## src/rtl/uart_tx_mmio.sv

```systemverilog
// uart_tx_mmio
// Memory-mapped 8N1 UART transmitter that sits on the CPU data bus.
// Stores to BASE+0 push bytes into a transmit FIFO. Loads from BASE+1
// return status. A serialiser drains the FIFO onto o_tx at a fixed
// baud divisor.
//
// Ports
//   i_clk    system clock
//   i_rst    synchronous reset, active-high
//   i_addr   CPU bus address
//   i_wdata  CPU write data
//   i_we     CPU write strobe, one cycle per store
//   o_rdata  registered read data toward the CPU
//   o_sel    combinational: high when i_addr is BASE_ADDR or BASE_ADDR+1
//   o_tx     serial line, idle high
//
// Register map
//   BASE+0  W: push byte          R: 8'h00
//   BASE+1  W: bit3=1 clears overflow
//           R: {4'b0, overflow, busy, empty, full}
//
// Serialiser states
//   state   | meaning
//   S_IDLE  | line high, pops the FIFO head when one is available
//   S_START | start bit (low) for CLKS_PER_BIT cycles
//   S_DATA  | eight data bits, LSB first, CLKS_PER_BIT cycles each
//   S_STOP  | stop bit (high) for CLKS_PER_BIT cycles
module uart_tx_mmio #(
  parameter logic [15:0] BASE_ADDR    = 16'hFF00,
  parameter int          CLKS_PER_BIT = 16,
  parameter int          FIFO_DEPTH   = 8
) (
  input  logic        i_clk,
  input  logic        i_rst,
  input  logic [15:0] i_addr,
  input  logic [7:0]  i_wdata,
  input  logic        i_we,
  output logic [7:0]  o_rdata,
  output logic        o_sel,
  output logic        o_tx
);

  localparam int          AW        = (FIFO_DEPTH > 1) ? $clog2(FIFO_DEPTH) : 1;
  localparam logic [AW:0] DEPTH_CNT = (AW + 1)'(FIFO_DEPTH);
  localparam logic [15:0] BAUD_TC   = 16'(CLKS_PER_BIT - 1);
  localparam logic [15:0] STAT_ADDR = BASE_ADDR + 16'd1;

  typedef enum logic [1:0] {
    S_IDLE  = 2'd0,
    S_START = 2'd1,
    S_DATA  = 2'd2,
    S_STOP  = 2'd3
  } state_t;

  // Serialiser state
  state_t      r_state;
  logic [15:0] r_baud;
  logic [2:0]  r_bit_idx;
  logic [7:0]  r_shift;
  logic        r_tx;

  // FIFO state
  logic [7:0]  r_mem [FIFO_DEPTH];
  logic [AW-1:0] r_wr_ptr;
  logic [AW-1:0] r_rd_ptr;
  logic [AW:0]   r_count;
  logic          r_overflow;

  logic [7:0]  r_rdata;

  // Decode and handshake wires
  logic        w_hit_data;
  logic        w_hit_stat;
  logic        w_full;
  logic        w_empty;
  logic        w_busy;
  logic        w_pop;
  logic        w_push_req;
  logic        w_push_ok;
  logic        w_ovf_set;
  logic        w_ovf_clr;
  logic        w_baud_tc;
  logic [7:0]  w_head;
  logic [7:0]  w_status;

  assign w_hit_data = (i_addr == BASE_ADDR);
  assign w_hit_stat = (i_addr == STAT_ADDR);
  assign o_sel      = w_hit_data | w_hit_stat;

  assign w_full     = (r_count == DEPTH_CNT);
  assign w_empty    = (r_count == '0);
  assign w_busy     = (r_state != S_IDLE);
  assign w_baud_tc  = (r_baud == BAUD_TC);
  assign w_head     = r_mem[r_rd_ptr];

  // The serialiser takes the head on any IDLE edge with data waiting.
  assign w_pop      = (r_state == S_IDLE) && !w_empty;

  // A push into a full FIFO still fits when the head leaves on the same
  // edge, so only a push with no slot freeing up is dropped.
  assign w_push_req = i_we && w_hit_data;
  assign w_push_ok  = w_push_req && (!w_full || w_pop);
  assign w_ovf_set  = w_push_req && w_full && !w_pop;
  assign w_ovf_clr  = i_we && w_hit_stat && i_wdata[3];

  assign w_status   = {4'b0000, r_overflow, w_busy, w_empty, w_full};

  // FIFO storage has no reset; only the pointers and count define content.
  always_ff @(posedge i_clk) begin
    if (w_push_ok) begin
      r_mem[r_wr_ptr] <= i_wdata;
    end
  end

  always_ff @(posedge i_clk) begin
    if (i_rst) begin
      r_wr_ptr   <= '0;
      r_rd_ptr   <= '0;
      r_count    <= '0;
      r_overflow <= 1'b0;
    end else begin
      if (w_push_ok) begin
        r_wr_ptr <= r_wr_ptr + 1'b1;
      end
      if (w_pop) begin
        r_rd_ptr <= r_rd_ptr + 1'b1;
      end
      case ({w_push_ok, w_pop})
        2'b10:   r_count <= r_count + 1'b1;
        2'b01:   r_count <= r_count - 1'b1;
        default: r_count <= r_count;
      endcase
      if (w_ovf_set) begin
        r_overflow <= 1'b1;
      end else if (w_ovf_clr) begin
        r_overflow <= 1'b0;
      end
    end
  end

  // Read data is captured from the pre-edge state, so a status read on the
  // same edge as a push reports the FIFO before that push.
  always_ff @(posedge i_clk) begin
    if (i_rst) begin
      r_rdata <= 8'h00;
    end else if (w_hit_stat) begin
      r_rdata <= w_status;
    end else begin
      r_rdata <= 8'h00;
    end
  end

  always_ff @(posedge i_clk) begin
    if (i_rst) begin
      r_state   <= S_IDLE;
      r_baud    <= 16'd0;
      r_bit_idx <= 3'd0;
      r_shift   <= 8'h00;
      r_tx      <= 1'b1;
    end else begin
      case (r_state)
        S_IDLE: begin
          r_tx   <= 1'b1;
          r_baud <= 16'd0;
          if (w_pop) begin
            r_shift <= w_head;
            r_tx    <= 1'b0;
            r_state <= S_START;
          end
        end

        S_START: begin
          if (w_baud_tc) begin
            // Present bit 0 now and pre-shift so r_shift[0] is always
            // the next bit to send.
            r_baud    <= 16'd0;
            r_bit_idx <= 3'd0;
            r_tx      <= r_shift[0];
            r_shift   <= {1'b0, r_shift[7:1]};
            r_state   <= S_DATA;
          end else begin
            r_baud <= r_baud + 16'd1;
          end
        end

        S_DATA: begin
          if (w_baud_tc) begin
            r_baud <= 16'd0;
            if (r_bit_idx == 3'd7) begin
              r_tx    <= 1'b1;
              r_state <= S_STOP;
            end else begin
              r_bit_idx <= r_bit_idx + 3'd1;
              r_tx      <= r_shift[0];
              r_shift   <= {1'b0, r_shift[7:1]};
            end
          end else begin
            r_baud <= r_baud + 16'd1;
          end
        end

        S_STOP: begin
          r_tx <= 1'b1;
          if (w_baud_tc) begin
            r_baud  <= 16'd0;
            r_state <= S_IDLE;
          end else begin
            r_baud <= r_baud + 16'd1;
          end
        end

        default: begin
          r_tx    <= 1'b1;
          r_baud  <= 16'd0;
          r_state <= S_IDLE;
        end
      endcase
    end
  end

  assign o_rdata = r_rdata;
  assign o_tx    = r_tx;

endmodule
```

## config.mk

```make
export PLATFORM = sky130hd
export DESIGN_NAME = uart_tx_mmio
export DESIGN_NICKNAME = d
export VERILOG_FILES = /design/src/rtl/uart_tx_mmio.sv
export SDC_FILE = /design/constraint.sdc
export NUM_CORES = 1
export LEC_CHECK = 0
export ABC_AREA = 1
export CAP_MARGIN = 30
export CORE_UTILIZATION = 63
export DETAILED_ROUTE_END_ITERATION = 7
export HOLD_SLACK_MARGIN = 0.15
export PLACE_DENSITY_LB_ADDON = 0.12
export SYNTH_ARGS = -nofsm -noshare
export SYNTH_HDL_FRONTEND = slang
export SYNTH_SLANG_ARGS = --single-unit
```

## constraint.sdc

```tcl
create_clock -name i_clk -period 3.85 [get_ports i_clk]
set_input_delay 0.5775 -clock i_clk [delete_from_list [all_inputs] [get_ports i_clk]]
set_output_delay 0.5775 -clock i_clk [all_outputs]
set_load 0.02 [all_outputs]
```

After elaboration in Yosys (flattened, before gate mapping)
Memory sizes are Yosys's and may differ from the RTL's. A register that Yosys moved wholly into a read port is not among the register bits.
Cells that the tools add are included.
- register bits: 49
- bits in writable memories: 64
- logic and storage cells: 89
- memories: 1
- input bits: 27
- output and inout bits: 10
- memory list (name ; words ; width ; rd ports ; clocked after Yosys merged registers in ; write ports ; line ; source):
    r_mem ; 8 ; 8 ; 1 ; 1 ; 1 ; 63 ; logic [7:0] r_mem [FIFO_DEPTH];
- reduce and logical (&&, ||, !) cells: 24
- add/subtract/negate cells: 6
- mux-type cells: 29
- bitwise operators: 2
- equal/unequal tests: 16
- operators with widths (cell ; count):
    $eq 16x16->1 const B ; 2
    $mux 8 ; 4
    $pmux 16 s2 ; 1
    $pmux 8 s3 ; 1
    $add 16x1->16 const B ; 1
    $eq 16x4->1 const B ; 1
    $mux 16 ; 1
    $mux 3 ; 5
    $ne 2x2->1 const B ; 6
    $mux 2 ; 5
    $reduce_and 5->1 ; 2
    $add 3x1->3 const B ; 3
    $mux 1 ; 8
    $pmux 2 s4 ; 1
    $pmux 4 s2 ; 1
    $reduce_bool 2->1 ; 4
    $logic_and 1x1->1 ; 7
    $eq 2x2->1 const B ; 3
    $pmux 3 s2 ; 1
    $add 4x1->4 const B ; 1
    $eq 2x1->1 const B ; 2
    $eq 4x4->1 const B ; 1
    $logic_not 4->1 ; 1
    $pmux 1 s4 ; 1
    12 further kinds ; 14

Longest topological paths before layout
- depth after elaboration: 7
- depth in mapped cells: 17
- depth with buffers taken out: 17

Least setup slack after synthesis
No wires, ideal clock.
- path kind: input to register
- start: input port i_addr[2]
- end: memory r_mem[0][0] (enable)
- path slack: 1574 ps
- stages: 9
- required time: 3467 ps
- library setup time: 383 ps
- path buffers: 0
- arrival: 1892 ps
- cell sequence: inv_1 nand2_1 nor2_1 nand2_1 nor2_2 nand2_2 nor2_4 nand2_1 nor3_1
- longest elaborated chain between the ends: 5
- ends and longest elaborated chain (element ; line ; source):
    start: declaration ; 35 ; input logic [15:0] i_addr,
    $eq 16x16->1 ; 86 ; assign w_hit_data = (i_addr == BASE_ADDR);
    $logic_and 1x1->1 ; 101 ; assign w_push_req = i_we && w_hit_data;
    $logic_and 1x1->1 ; 102 ; assign w_push_ok = w_push_req && (!w_full || w_pop);
    $mux 1 ; 110 ; if (w_push_ok) begin
    $mux 1 (implied by the code) ; 111 ; r_mem[r_wr_ptr] <= i_wdata;
    end: declaration ; 63 ;
No other way between the ends.

Worst setup path after layout
- start: input port i_addr[2]
- end: output port o_sel
- longest elaborated chain between the ends: 2
- elaborated cells on any way between the ends: 3
- classes of those cells: 2 x eq/ne; 1 x bitwise
- ends and longest elaborated chain (element ; line ; source):
    $eq 16x16->1, on equally long branches ; 86, 87 ;
    $or 1x1->1 (*) ; 88 ; assign o_sel = w_hit_data | w_hit_stat;
    end: declaration ; 39 ; output logic o_sel,
Every way passes the cells marked *; elsewhere a longest branch is shown, timed or not.

==> metrics.cfg <==
[synthesis]
synth_area_leaders=edfxtp_1 37%, dfxtp_1 19%, nand2_1 7.8%
yosysMostFrequentCell=nand2_1
synth_area_mm2=0.00514
syn_area_per_cell_um2=9.07
ys_seq_area_frac=0.561
ys_async_sr_fraction=0
synth.distinct_cells=42
yosysTopAreaCell=edfxtp_1
synthTopCellsByCount=107 x nand2_1, 71 x nor2_1, 64 x edfxtp_1, 59 x inv_1, 48 x dfxtp_1
synth_seq_cells=112
synth_ff_type=edfxtp_1
yosysTopAreaCellShare=0.374
synth_edf_count=64
yosysWarningCount=0
syn_inst=567

[clock_network]
hold_buffers=0
cts_max_level=3
clkSinkCount=112
clk_pin_slew_worst_paths_ns=0.11
cts_max_path_buffers=2
numCtsBuffers=9
cts_root_buf=clkbuf_8
cts_resized=0
tritoncts=yes
cts_setup_buffers=0
clkLatencyLatePin_ns=0.37

[global_routing]
grt.overflow.total=0
grt_pass1_vias=3652
grt_pass1_wl_mm=16.7
grt_max_degree=31
gr-usage-all-layers=0.253
antenna_found_initial=0

[cells_and_area]
nNetsFinal=646
drive_gt1_frac=0.113
utilization=0.738
diodes=0
syn_to_final_growth_pct=12.1

[timing]
tns_ns=0
finClkSkew_ns=0.0180
rsz0062_at_grt=false
period_needed_ns=2.75
max_freq_mhz=363
post-route-period-util=0.715
drv_slew=0
max_slew_margin=0.391
hold_ws_ns=0.442
setup_viol=0
worst_pin_slew_ns=0.912
final_hold_viol_count=0

[route]
vias_per_cell=5.47
vias=3897
detail-route-antenna-nets=0
wirelength_mm=9.92
drcViolationCount=0
routedWlPerCell_um=13.9
drt_iter0_markers=221
first_pass_iters=5

[floorplan]
ios=37
rows=32
die_x_um=92.3
start_util=0.658
core_region_area_mm2=0.00781
die_h_um=92.3
dieArea_mm2=0.00852

[run_status]
outcome=finished clean

[min_path]
hp-class=reg -> reg

[power]
cellLeakagePower_nw=2.22
p_per_area_mw_per_mm2=578
irDropWorstVdd_uv=310

[setup_path]
critPathKind=in -> out
cpMostUsedCell=clkdlybuf4s50_1
path_max_fanout=2
cp-start-kind=input port
cp.required_ns=3.27
slowest_stage=clkdlybuf4s50_1
path_cells=clkdlybuf4s50_1, inv_1, nand4_1, nor3_1, nand2_1, o21ai_0, clkdlybuf4s50_1
cp.arrival_ns=2.17
max_stage_delay_ns=0.63
cp-end-kind=output port

[placed_design]
placement.io_buffers=32
gp_congestion=0.804
dp.final_hpwl_mm=6.94

[run]
maxCapViolCount=0

==> flip-flops by register name, summed over array words and instances (netlist names), named ones only <==
| name | count |
|---|---|
| r_state | 2 |
| r_count | 4 |
| o_rdata | 4 |
| r_overflow | 1 |
| r_bit_idx | 3 |
| r_wr_ptr | 3 |
| r_shift | 8 |
| r_baud | 16 |
| o_tx | 1 |
| r_mem | 64 |
| r_rd_ptr | 3 |
==> power by group <==
part | total, mW | leakage (nW) | switching [mW] | internal (mW)
Clock | 0.655 | 0.0928 | 0.404 | 0.252
Combinational | 1.20 | 1.16 | 0.764 | 0.437
Sequential | 1.48 | 0.966 | 0.125 | 1.35
==> metrics by stage <==
step,power [mW],worst slack [ns],area (µm²),std cells
detailed placement,2.69,0.962,5580,697
floorplan,2.42,1.57,5150,570
CTS,3.34,1.08,5760,713
global placement,2.63,1.11,5580,697
global route,3.58,1.01,5760,713
finish,3.33,1.10,5760,713
==> area by class of cell <==
| type | count | area, µm² |
|---|---|---|
| clock buffer | 10 | 128 |
| clock inverter | 6 | 56.3 |
| fill | 593 | 2050 |
| inverter | 68 | 260 |
| multi-input combinational | 372 | 1900 |
| sequential | 112 | 2880 |
| tap | 102 | 128 |
| timing repair buffer | 43 | 403 |
==> critical path: cells and delay by family <==
| kind | cells | cell delay (ns) |
|---|---|---|
| and+or+nand+nor | 3 | 0.39 |
| buffers and inverters | 3 | 1.12 |
| AOI/OAI and AO/OA | 1 | 0.09 |
==> worst paths after layout <==
path | depth (start not counted) | startpoint | end | slack [ns]
setup / recovery | 7 | i_addr[2] | o_sel | 1.10
hold / removal | 2 | r_overflow | o_rdata[3] | 0.44
setup reg to reg | 15 | r_state[0] | r_count[3] | 1.48
hold reg to reg | 2 | r_overflow | o_rdata[3] | 0.44
==> layout by cell type, fill, tap and decap left out, types with 4 or more instances in the layout <==
master / synthesis / layout
o211ai_1: 6 / 6
inv_2: 7 / 7
a21oi_1: 24 / 24
dfxtp_1: 48 / 48
o22ai_1: 4 / 4
clkdlybuf4s50_1: 0 / 32
inv_1: 59 / 59
buf_4: 6 / 11
nand2_2: 6 / 6
o21ai_1: 4 / 4
edfxtp_1: 64 / 64
nand3_1: 31 / 31
nor2_1: 71 / 71
o21ai_0: 40 / 40
nand2_1: 107 / 107
nor2_2: 8 / 8
nand4_1: 6 / 6
nor3_1: 14 / 14
ha_1: 12 / 12
conb_1: 1 / 4
clkbuf_8: 0 / 9
or2_2: 8 / 8
==> metal layers <==
layer | wire, µm | vias up | track usage | part of all wire
li1 | - | 1947 | - | -
met4 | 129 | 0 | 0.0872 | 0.013
met3 | 594 | 11 | 0.0517 | 0.060
met2 | 4890 | 128 | 0.431 | 0.49
met1 | 4310 | 1811 | 0.321 | 0.43
met5 | 0 | - | 0 | 0
==> cells by family (layout without fill, tap and decap cells) <==
logic type / count (synthesis) / after routing / share of synthesized area
fa+ha+maj: 13 / 13 / 0.0331
flops: 112 / 112 / 0.561
xor+xnor: 3 / 3 / 0.00511
simple gates: 268 / 268 / 0.241
compound gates: 84 / 84 / 0.0889
buf+inv: 86 / 127 / 0.0708
other cells: 1 / 4 / 0.000730
Power figures use the tool's default switching activity.
